[src/rtl/mac_perf_collector.sv]
// mac_perf_collector
//   Synthesizable performance collector for the MAC core. Watches the MAC
//   handshake and pipeline status signals. For every transaction it builds
//   one record {latency, iterations, stall cycles, start-to-start interval}
//   and places it in a small record FIFO that the host drains.
//
// Ports
//   clock, reset         rising-edge clock, synchronous active-high reset
//   ap_start/ap_done     MAC handshake; ap_ready is accepted but not used
//   cur_state            MAC ap_CS_fsm (one-hot)
//   iter_*_state         one-hot codes of pipeline stage0 / stage4
//   iter_*_block/enable  stage subdone-block and iteration-enable flags
//   finish               end of test; latched internally and sticky
//   rec_valid/rec_ready  record FIFO head handshake
//   rec_*                head record fields (zero while the FIFO is empty)
//   drop_count           records lost because the FIFO was full
//   busy, done_all       transaction in progress / finished and idle
//
// state  | meaning
// S_IDLE | waiting for an accepted ap_start
// S_RUN  | transaction in flight, counters accumulating
// S_END  | finish seen while idle; held until reset
module mac_perf_collector #(
    parameter int CNT_W      = 32,
    parameter int STATE_W    = 13,
    parameter int FIFO_DEPTH = 8
) (
    input  logic               clock,
    input  logic               reset,
    input  logic               ap_start,
    input  logic               ap_ready,
    input  logic               ap_done,
    input  logic [STATE_W-1:0] cur_state,
    input  logic [STATE_W-1:0] iter_start_state,
    input  logic [STATE_W-1:0] iter_end_state,
    input  logic               iter_start_block,
    input  logic               iter_end_block,
    input  logic               iter_start_enable,
    input  logic               iter_end_enable,
    input  logic               finish,
    output logic               rec_valid,
    input  logic               rec_ready,
    output logic [CNT_W-1:0]   rec_latency,
    output logic [CNT_W-1:0]   rec_iters,
    output logic [CNT_W-1:0]   rec_stalls,
    output logic [CNT_W-1:0]   rec_interval,
    output logic [CNT_W-1:0]   drop_count,
    output logic               busy,
    output logic               done_all
);

    localparam int PTR_W = (FIFO_DEPTH > 1) ? $clog2(FIFO_DEPTH) : 1;
    localparam int CNT_FW = PTR_W + 1;
    localparam logic [CNT_W-1:0] CNT_MAX = '1;

    typedef enum logic [1:0] {S_IDLE, S_RUN, S_END} state_t;

    typedef struct packed {
        logic [CNT_W-1:0] latency;
        logic [CNT_W-1:0] iters;
        logic [CNT_W-1:0] stalls;
        logic [CNT_W-1:0] interval;
    } rec_t;

    function automatic logic [CNT_W-1:0] sat_inc(input logic [CNT_W-1:0] v, input logic en);
        return (en && v != CNT_MAX) ? v + CNT_W'(1) : v;
    endfunction

    state_t            state;
    logic              finish_latched;
    logic              first_seen;
    logic [CNT_W-1:0]  lat_q;
    logic [CNT_W-1:0]  iters_q;
    logic [CNT_W-1:0]  stalls_q;
    logic [CNT_W-1:0]  ival_q;
    logic [CNT_W-1:0]  txn_ival_q;

    logic unused_ap_ready;
    assign unused_ap_ready = ap_ready;

    // finish counts from the cycle it is first seen, not one cycle later
    logic fin_now;
    assign fin_now = finish | finish_latched;

    logic ev_iter, ev_stall;
    assign ev_iter  = (cur_state == iter_end_state) & iter_end_enable & ~iter_end_block;
    assign ev_stall = ((cur_state == iter_start_state) & iter_start_enable & iter_start_block) |
                      ((cur_state == iter_end_state) & iter_end_enable & iter_end_block);

    logic in_run, start_idle, done_run, restart, accept, push;
    assign in_run     = (state == S_RUN);
    assign start_idle = (state == S_IDLE) & ap_start & ~fin_now;
    assign done_run   = in_run & ap_done;
    assign restart    = done_run & ap_start & ~fin_now;
    assign accept     = start_idle | restart;
    assign push       = (start_idle & ap_done) | done_run;

    // Totals include the current cycle's events; outside RUN this is the
    // start cycle, so accumulation begins from zero.
    logic [CNT_W-1:0] iters_tot, stalls_tot, ival_cur;
    assign iters_tot  = sat_inc(in_run ? iters_q  : '0, ev_iter);
    assign stalls_tot = sat_inc(in_run ? stalls_q : '0, ev_stall);
    assign ival_cur   = first_seen ? ival_q : '0;

    rec_t rec_in;
    always_comb begin
        rec_in          = '0;
        rec_in.latency  = in_run ? lat_q : '0;
        rec_in.iters    = iters_tot;
        rec_in.stalls   = stalls_tot;
        rec_in.interval = in_run ? txn_ival_q : ival_cur;
    end

    always_ff @(posedge clock) begin
        if (reset) begin
            state          <= S_IDLE;
            busy           <= 1'b0;
            done_all       <= 1'b0;
            finish_latched <= 1'b0;
            first_seen     <= 1'b0;
            lat_q          <= '0;
            iters_q        <= '0;
            stalls_q       <= '0;
            ival_q         <= '0;
            txn_ival_q     <= '0;
        end else begin
            finish_latched <= fin_now;
            done_all       <= (state == S_END);
            // value 0 on the accepting cycle, so the register holds 1 next
            ival_q         <= accept ? CNT_W'(1) : sat_inc(ival_q, 1'b1);
            if (accept) first_seen <= 1'b1;
            case (state)
                S_IDLE: begin
                    if (fin_now) begin
                        state <= S_END;
                    end else if (ap_start && !ap_done) begin
                        state      <= S_RUN;
                        busy       <= 1'b1;
                        lat_q      <= CNT_W'(1);
                        iters_q    <= iters_tot;
                        stalls_q   <= stalls_tot;
                        txn_ival_q <= ival_cur;
                    end
                end
                S_RUN: begin
                    if (ap_done) begin
                        // done-cycle events belong to the finishing record
                        lat_q    <= CNT_W'(1);
                        iters_q  <= '0;
                        stalls_q <= '0;
                        if (restart) begin
                            txn_ival_q <= ival_cur;
                        end else begin
                            state <= S_IDLE;
                            busy  <= 1'b0;
                        end
                    end else begin
                        lat_q    <= sat_inc(lat_q, 1'b1);
                        iters_q  <= iters_tot;
                        stalls_q <= stalls_tot;
                    end
                end
                S_END: begin
                    state <= S_END;
                end
                default: begin
                    state <= S_IDLE;
                    busy  <= 1'b0;
                end
            endcase
        end
    end

    rec_t              mem [FIFO_DEPTH];
    logic [PTR_W-1:0]  wr_ptr, rd_ptr;
    logic [CNT_FW-1:0] count;
    logic              full, pop, do_push;

    assign full    = (count == CNT_FW'(FIFO_DEPTH));
    assign pop     = (count != '0) & rec_ready;
    // a pop frees the slot in the same cycle, so push-while-full succeeds then
    assign do_push = push & (~full | pop);

    always_ff @(posedge clock) begin
        if (do_push) mem[wr_ptr] <= rec_in;
    end

    always_ff @(posedge clock) begin
        if (reset) begin
            wr_ptr     <= '0;
            rd_ptr     <= '0;
            count      <= '0;
            drop_count <= '0;
        end else begin
            if (do_push) wr_ptr <= wr_ptr + PTR_W'(1);
            if (pop)     rd_ptr <= rd_ptr + PTR_W'(1);
            count      <= count + CNT_FW'(do_push) - CNT_FW'(pop);
            drop_count <= sat_inc(drop_count, push & ~do_push);
        end
    end

    rec_t head;
    assign head         = mem[rd_ptr];
    assign rec_valid    = (count != '0);
    assign rec_latency  = rec_valid ? head.latency  : '0;
    assign rec_iters    = rec_valid ? head.iters    : '0;
    assign rec_stalls   = rec_valid ? head.stalls   : '0;
    assign rec_interval = rec_valid ? head.interval : '0;

endmodule
[config.mk]
export PLATFORM = sky130hd
export DESIGN_NAME = mac_perf_collector
export DESIGN_NICKNAME = d
export VERILOG_FILES = /design/src/rtl/mac_perf_collector.sv
export SDC_FILE = /design/constraint.sdc
export NUM_CORES = 1
export LEC_CHECK = 0
export CORE_MARGIN = 4
export CORE_UTILIZATION = 40
export CTS_BUF_LIST = sky130_fd_sc_hd__clkbuf_8
export CTS_CLUSTER_DIAMETER = 40
export DETAILED_ROUTE_END_ITERATION = 16
export PLACE_DENSITY_LB_ADDON = 0.3
export SLEW_MARGIN = 0
export SYNTH_ARGS = -nofsm -noshare
export SYNTH_HDL_FRONTEND = slang
export SYNTH_SLANG_ARGS = --single-unit
[constraint.sdc]
create_clock -name clock -period 19.6 [get_ports clock]
set_input_delay 3.92 -clock clock [delete_from_list [all_inputs] [get_ports clock]]
set_output_delay 3.92 -clock clock [all_outputs]
set_load 0.02 [all_outputs]
==> metrics, run 1 <==
Post-Layout Cell Count 5,383; synthesis-stage register bit count ~1,200; vias in the first global route between 20,000 and 30,000; YS warnings 0; crit-path max FO roughly 50; Crit. End Element output pin; GR Util All Layers around 18%; die height 364 µm; Synth cell types between 60 and 70; final critical-path share of the clock period between 40% and 50%; Clk Latency, worst-skew pair between 0.8 and 0.9 ns; Total Wirelength 118 mm; post-CTS setup buffer count 0; mean post-synth cell area 15.6 µm²; worst hold path depth 2; initial core utilization approximately 40%; initial antenna violation count 4; WS Path Type flop to output pin; Max Buffers Root-to-Sink 3; worst slew pin tran around 1.1 ns; Post-Syn Area just over 50,000 µm²; post_cts resized 0; Max Clock Freq ~110 MHz; WL/cell roughly 22 µm; IO Pins 213; fin. max-slew vios 0; FFs w/ async S/R, synth 0%; Post-CTS Hold Fix Bufs 0; reg2reg end mem[5][54]; RSZ-0062 raised after global routing no; placed inst area ~55,000 µm²; full die area around 130,000 µm²; TNS Setup 0 ns; Worst R2R Setup Slack 14.55 ns; layout cells sized above 1 between 10% and 20%; DR vias/cell approximately 5.4; port bufs around 210; relative slew slack roughly 28%; Final Wtd Congestion about 0.8; register area share after synthesis around 69%; Std-Cell Rows between 100 and 150; dpl cells about 5,000; most frequent cells in the layout edfxtp_1 (1,024), nor2_1 (307), mux4_2 (256); Final Cell Area 58,800 µm²; most common cell after layout, fill and taps aside edfxtp_1; Vias a little under 30,000; Final Skew between 0.05 and 0.06 ns; critical hold path startpoint txn_ival_q[15]; Area growth syn-to-layout 15.9%; Post-synth top flop edfxtp_1; global-route wire length before repair roughly 180 mm; DR iter-0 viols 2,251; DP HPWL between 60 and 70 mm; CTS root buf clkbuf_8; Remaining DRCs 0; CTS tree done; maxcap violations 0; Power Density roughly 110 nW/µm²; Critical R2R Launch state[0]; Synth Instances between 3,000 and 4,000; largest net degree at the start of global routing approximately 110; Pleak approximately 0.019 µW; crit start category flop; Clock transition at path regs approximately 0.060 ns; status finished, final reports clean; VDD IR-drop max between 0.07 and 0.08 mV; final hold violations 0; die width approximately 360 µm; required time worst endpoint 15.68 ns; Core Box Area 126,000 µm²; fin crit period 9.16 ns; hold endpoint txn_ival_q[15]; grt total ovfl 0; CTS sink count about 1,200; hold crit path type flop to flop; Worst R2R Path Depth 9; first drt pass iteration count 5; antenna viol nets, final 0; Final nets ~3,600; CTS buffer count around 210; H-tree Lvls 4; EDFF count, synth a little over 1,000; Post-Syn Nets around 3,300; WP data arrival roughly 5.2 ns; Final setup viols 0
logic make-up (layout without fill, tap and decap cells):
family,after synthesis,after routing,share of synthesized area [%]
AO/OA/AOI/OAI,218,218,2.62
other,0,3,0
adder cells (fa/ha/maj),14,14,0.360
AND/OR/NAND/NOR,1025,1025,9.68
XOR/XNOR,152,152,2.62
multiplexers,397,397,14.1
buffers and inverters,221,689,1.65
flip-flops,1235,1235,68.9
worst max-delay path by stage:
stage           start            end  slack (ns)  depth (start not counted)
5_1_grt          flop  rec_iters[31]        9.85                          6
3_3_place_gp     flop  rec_iters[31]       11.05                          6
4_1_cts          flop  rec_iters[31]       10.08                          6
2_1_floorplan  finish      mem[2][0]        4.71                          5
3_5_place_dp     flop  rec_iters[31]       11.05                          6
6_report         flop  rec_iters[31]       10.44                          6
metrics by stage:
step           setup slack [ns]  power, µW  utilization, %  hold slack, ns
2_1_floorplan              4.71       3720               -           0.437
3_3_place_gp              11.05       4210            43.6           0.441
3_5_place_dp              11.05       4210            43.6           0.447
4_1_cts                   10.08       6430            46.8           0.455
5_1_grt                    9.85       6620            46.8           0.472
6_report                  10.44       6320            46.8           0.454
flip-flops by register name, indices dropped and copies added, names as in the netlist, named ones only:
name,cells
busy,1
count,4
done_all,1
drop_count,32
finish_latched,1
first_seen,1
iters_q,32
ival_q,32
lat_q,32
mem,1024
rd_ptr,3
stalls_q,32
state,2
txn_ival_q,32
wr_ptr,3
critical path, cell delays in order, from the launching register on:
cell             delay [ns]
dfxtp_4                0.84
buf_4                  0.89
buf_4                  0.88
mux4_2                 0.60
mux2i_1                0.44
nor2_1                 0.09
clkdlybuf4s50_1        0.64
metal layers:
| layer | vias up | part of all wire, % | track usage [%] |
|---|---|---|---|
| li1 | 13200 | - | - |
| met1 | 14700 | 44 | 24.1 |
| met2 | 815 | 48 | 29.0 |
| met3 | 166 | 6.6 | 4.16 |
| met4 | 0 | 1.7 | 4.99 |
| met5 | - | 0 | 0 |
where the power goes:
group,leakage (µW),switching (µW),total [µW],internal [µW]
registers,0.0116,44.0,2870,2820
clock network,0.00230,1030,2200,1170
logic,0.00507,668,1250,582
total,0.0189,1740,6320,4580
cell type report:
cell class | count | area (µm²)
Tap cell | 1650 | 2060
Antenna cell | 3 | 7.51
Clock inverter | 158 | 983
Inverter | 40 | 150
Timing Repair Buffer | 269 | 2570
Sequential cell | 1235 | 35000
Fill cell | 10900 | 66900
Multi-Input combinational cell | 1806 | 15000
Clock buffer | 222 | 3060
Yosys cell counts, drive strengths merged (6+ instances only):
cell type	instances	area (µm²)
ha	13	163
dfxtp	211	4220
nor4	31	194
nor2b	6	37.5
or4	14	105
buf	47	180
and2	52	325
mux2i	140	1400
nor3b	10	75.1
nor3	39	195
nand2b	10	62.6
a21oi	81	405
nand2	253	950
mux4	256	5770
o211ai	7	52.6
o21ai	52	260
nor2	311	1170
edfxtp	1024	30700
xor2	80	701
o31ai	15	113
a22o	6	52.6
a21o	6	45.0
and4	18	158
and3	27	169
clkbuf	134	505
nand4	57	357
inv	40	150
xnor2	72	631
a31oi	15	93.8
nand3	134	671
or3	38	238
No activity file was read; power rests on OpenSTA's default activity.
==> inputs of run 2 (changes only) <==
- clock period: 19.6 -> 8 ns (I/O delays scaled with it)
==> metrics, run 2 (same netlist as run 1, synthesis figures left out) <==
status finished, final reports clean; Crit. End Element output pin; GR Util All Layers between 10% and 20%; most frequent cells in the layout edfxtp_1 (1,024), nor2_1 (307), mux4_2 (256); maxcap violations 0; placed inst area roughly 55,000 µm²; sw frac a little over a quarter; Std-Cell Rows 130; initial core utilization about two fifths; post-CTS setup buffer count 0; Area growth syn-to-layout 16.4%; fin crit period about 5.8 ns; final hold violations 0; Biggest register mem; Core Box Area around 130,000 µm²; final worst slack between 2 and 2.5 ns; layout cells sized above 1 ~17%; first drt pass iteration count 5; FILL cells approximately 11,000; NetSw between 4000 and 5000 µW; CTS sink count ~1,200; Post-CTS Hold Fix Bufs 0; Final Skew roughly 0.047 ns; die width ~360 µm; vias in the first global route a little under 30,000; CTS buffer count approximately 210; Total Wirelength between 100 and 150 mm; relative slew slack 29.9%; initial antenna violation count 5; pre-CTS setup slack 2.00 ns; Max Buffers Root-to-Sink 3; DR iter-0 viols between 1,500 and 2,000; Pleak about 0.019 µW; Final Wtd Congestion between 0.7 and 0.8; Max Clock Freq approximately 170 MHz; Post-Layout Cell Count roughly 5,400; global-route wire length before repair approximately 180 mm; Int Pwr ~11,000 µW; crit-path max FO 49; Remaining DRCs 0; most common cell after layout, fill and taps aside edfxtp_1; H-tree Lvls 4; required time worst endpoint roughly 6.4 ns; DP HPWL around 66 mm; max reg flops 1,024; dpl cells ~5,000; RSZ-0062 raised after global routing no; hold crit path type flop to flop; Power Density 265 nW/µm²; Final nets 3,623; Vias about 29,000; Final setup viols 0; Logic pwr share between 10% and 20%; largest net degree at the start of global routing about 160; port bufs between 200 and 250; Sequential Power Share between 40% and 50%; VDD IR-drop max approximately 0.21 mV; post_cts resized 0; fin. max-slew vios 0; grt total ovfl 0; WL/cell about 22 µm; die height 364 µm; clock share of power roughly a third; WP data arrival around 4.2 ns; antenna viol nets, final 0; end-of-flow core utilization a little under half; CTS tree done; CTS root buf clkbuf_8; WS Path Type flop to output pin; DR vias/cell 5.36; full die area approximately 130,000 µm²; final critical-path share of the clock period 72.8%; crit start category flop; Final Cell Area around 59,000 µm²; Clk Latency, worst-skew pair around 0.90 ns; worst slew pin tran 1.05 ns; IO Pins about 210; Clock transition at path regs approximately 0.050 ns
-- run 2: cell count changes in the layout (fill, tap and decap cells not counted), moves of 6 or more --
cell      previous run  this run
buf_12               2         9
buf_4               57        50
clkbuf_8           222       231
clkinv_1            39        33
-- run 2: critical path, stage by stage, from the launching register on --
cell             delay [ns]
dfxtp_4                1.04
buf_4                  0.62
mux4_2                 0.58
mux2i_1                0.43
nor2_1                 0.09
clkdlybuf4s50_1        0.58
-- run 2: metal layers --
layer,vias up,track usage (%),wire [µm]
met3,156,4.61,7790
met1,14800,23.6,51300
li1,13200,-,-
met4,4,5.14,2220
met5,-,1.71,324
met2,771,28.5,56100
-- run 2: area by class of cell --
cell class	count	area (µm²)	area share, %
diodes	4	10.0	0.0169
clock buffers	231	3180	5.38
clock inverters	154	988	1.67
inverters	40	150	0.254
multi-input cells	1806	15000	25.4
flip-flops and latches	1235	35000	59.2
well taps	1650	2060	3.50
repair buffers	269	2660	4.50
-- run 2: path summary, 6_finish.rpt --
kind	endpoint	startpoint	cells after the start	slack, ns
max	rec_latency[8]	flop	5	2.17
min	txn_ival_q[0]	txn_ival_q[0]	2	0.45
max reg2reg	mem[0][54]	state[0]	11	3.20
min reg2reg	txn_ival_q[0]	txn_ival_q[0]	2	0.45
-- run 2: per-stage QoR --
stage | TNS, ns | power (µW) | hold WS [ns]
after floorplan | -2223.38 | 9110 | 0.437
after global placement | 0 | 10400 | 0.441
after CTS | 0 | 15900 | 0.454
final | 0 | 15700 | 0.452
after global routing | 0 | 16400 | 0.471
after detailed placement | 0 | 10400 | 0.447
-- run 2: power by group through the flow --
stage	clock, µW	combinational [µW]	sequential, µW
4_1_cts	5670	3220	7010
2_1_floorplan	0	2040	7070
6_report	5520	3120	7010
3_3_place_gp	0	3200	7150
5_1_grt	5970	3380	7020
3_5_place_dp	0	3210	7150
==> inputs of run 3 (changes only) <==
- clock period: 8 -> 5.5 ns (I/O delays scaled with it)
==> metrics, run 3 (same netlist as run 1, synthesis figures left out) <==
required time worst endpoint 4.40 ns; antenna viol nets, final 0; fin. max-slew vios 0; vias in the first global route about 30,000; DR vias/cell around 5.4; initial antenna violation count 2; VDD IR-drop max around 0.27 mV; Area growth syn-to-layout 17.1%; Power Density 384 nW/µm²; DP HPWL 68.0 mm; hold endpoint txn_ival_q[2]; fin crit period between 4 and 5 ns; WL/cell roughly 22 µm; IO Pins 213; Worst R2R Setup Slack between 1 and 1.5 ns; maxcap violations 0; grt total ovfl 0; Biggest register mem; port bufs roughly 210; status finished, final reports clean; initial core utilization 40.4%; CP max-delay cell dfxtp_4; post-CTS setup buffer count 0; Max Buffers Root-to-Sink 3; Critical Path, Cell by Cell buf_12 -> mux4_2 -> mux2i_1 -> nor2_1 -> clkdlybuf4s50_1; crit start category flop; layout cells sized above 1 between 10% and 20%; Final setup viols 0; die height 364 µm; hold_ws about 0.45 ns; most frequent cells in the layout edfxtp_1 (1,024), nor2_1 (307), mux4_2 (256); H-tree Lvls 4; Clock transition at path regs 0.06 ns; Total Wirelength about 120 mm; Critical R2R Launch state[1]; RSZ-0062 raised after global routing no; critical hold path startpoint txn_ival_q[2]; worst hold path depth 2; CTS root buf clkbuf_8; Core Box Area between 100,000 and 150,000 µm²; hold crit path type flop to flop; full die area 133,000 µm²; total chip power about 23,000 µW; Post-CTS Hold Fix Bufs 0; first drt pass iteration count 5; final hold violations 0; final critical-path share of the clock period 86.8%; Worst path top cell family by delay buffers and inverters; relative slew slack 28.1%; crit-path max FO 62; WS Path Type flop to output pin; WP data arrival between 3 and 4 ns; FILL cells approximately 11,000; Std-Cell Rows 130; CTS buffer count a little over 200; die width approximately 360 µm; largest net degree at the start of global routing 85; global-route wire length before repair approximately 180 mm; max reg flops between 1,000 and 1,500; Remaining DRCs 0; Final nets approximately 3,600; Final Skew 0.0518 ns; Clk Latency, worst-skew pair ~0.86 ns; CTS tree done; reg2reg end mem[4][57]; Crit. End Element output pin; Max Clock Freq 210 MHz; most common cell after layout, fill and taps aside edfxtp_1; Final Wtd Congestion approximately 0.82; GR Util All Layers between 15 and 20%; Vias roughly 29,000; CTS sink count ~1,200; Pleak 0.0191 µW; Buf+Inv Stages, Crit Path 2; post_cts resized 0; worst slew pin tran about 1.1 ns; DR iter-0 viols roughly 2,100; max incr delay on CP 0.77 ns; Worst R2R Path Depth 13
==> run 3: changes by cell type in the layout (fill, tap and decap cells not counted), sizes merged <==
| cell | change |
|---|---|
| clkinv | +1 |
| inv | +16 |
| bufinv | +3 |
| clkinvlp | -4 |
| clkbuf | -15 |
| buf | +13 |
==> run 3: worst max path at each step <==
stage	to	slack [ns]	depth (start not counted)
CTS	rec_stalls[31]	0.62	5
global route	rec_interval[31]	0.59	5
floorplan	mem[1][0]	-0.1	5
detailed placement	mem[7][91]	0.24	10
global placement	mem[4][91]	0.30	10
finish	rec_interval[31]	0.73	5
==> run 3: where the power goes <==
group	internal, µW	leakage [µW]	switching (µW)
combinational	2150	0.00521	2490
sequential	10100	0.0115	114
clock	4330	0.00241	3660
==> run 3: per-stage QoR <==
stage | TNS, ns | cell area, µm² | utilization, % | setup slack (ns) | std cells
6_report | 0 | 59400 | 47.2 | 0.727 | 5403
5_1_grt | 0 | 59400 | 47.2 | 0.589 | 5400
4_1_cts | 0 | 59400 | 47.2 | 0.623 | 5399
3_5_place_dp | 0 | 55300 | 43.9 | 0.244 | 5013
3_3_place_gp | 0 | 55300 | 43.9 | 0.301 | 5013
2_1_floorplan | -21.13 | 50800 | - | -0.0987 | 3262
==> run 3: worst reg2reg max path: cells and delay by family, from the launching register on <==
kind	cells	cell delay (ns)
xor gates and xnor gates	1	0.58
adders and majority gates	1	0.26
buffers and inverters	4	0.62
DFF	1	0.52
and+or+nand+nor	7	1.82
==> run 3: area by class of cell <==
| type | count | area, µm² | share of cell area (%) |
|---|---|---|---|
| clock buffers | 216 | 2970 | 5.01 |
| inverters | 40 | 150 | 0.253 |
| repair buffers | 282 | 2980 | 5.02 |
| multi-input cells | 1806 | 15100 | 25.4 |
| clock inverters | 170 | 1160 | 1.95 |
| diodes | 4 | 10.0 | 0.0169 |
| flip-flops and latches | 1235 | 35000 | 58.9 |
| well taps | 1650 | 2060 | 3.48 |
==> run 3: layer usage <==
metal | GRT usage [%] | wire length [µm] | vias to the layer above
met2 | 28.9 | 56100 | 822
met5 | 0 | 12 | -
met3 | 3.93 | 7790 | 175
met1 | 23.5 | 50900 | 14700
li1 | - | - | 13200
met4 | 5.05 | 2390 | 2
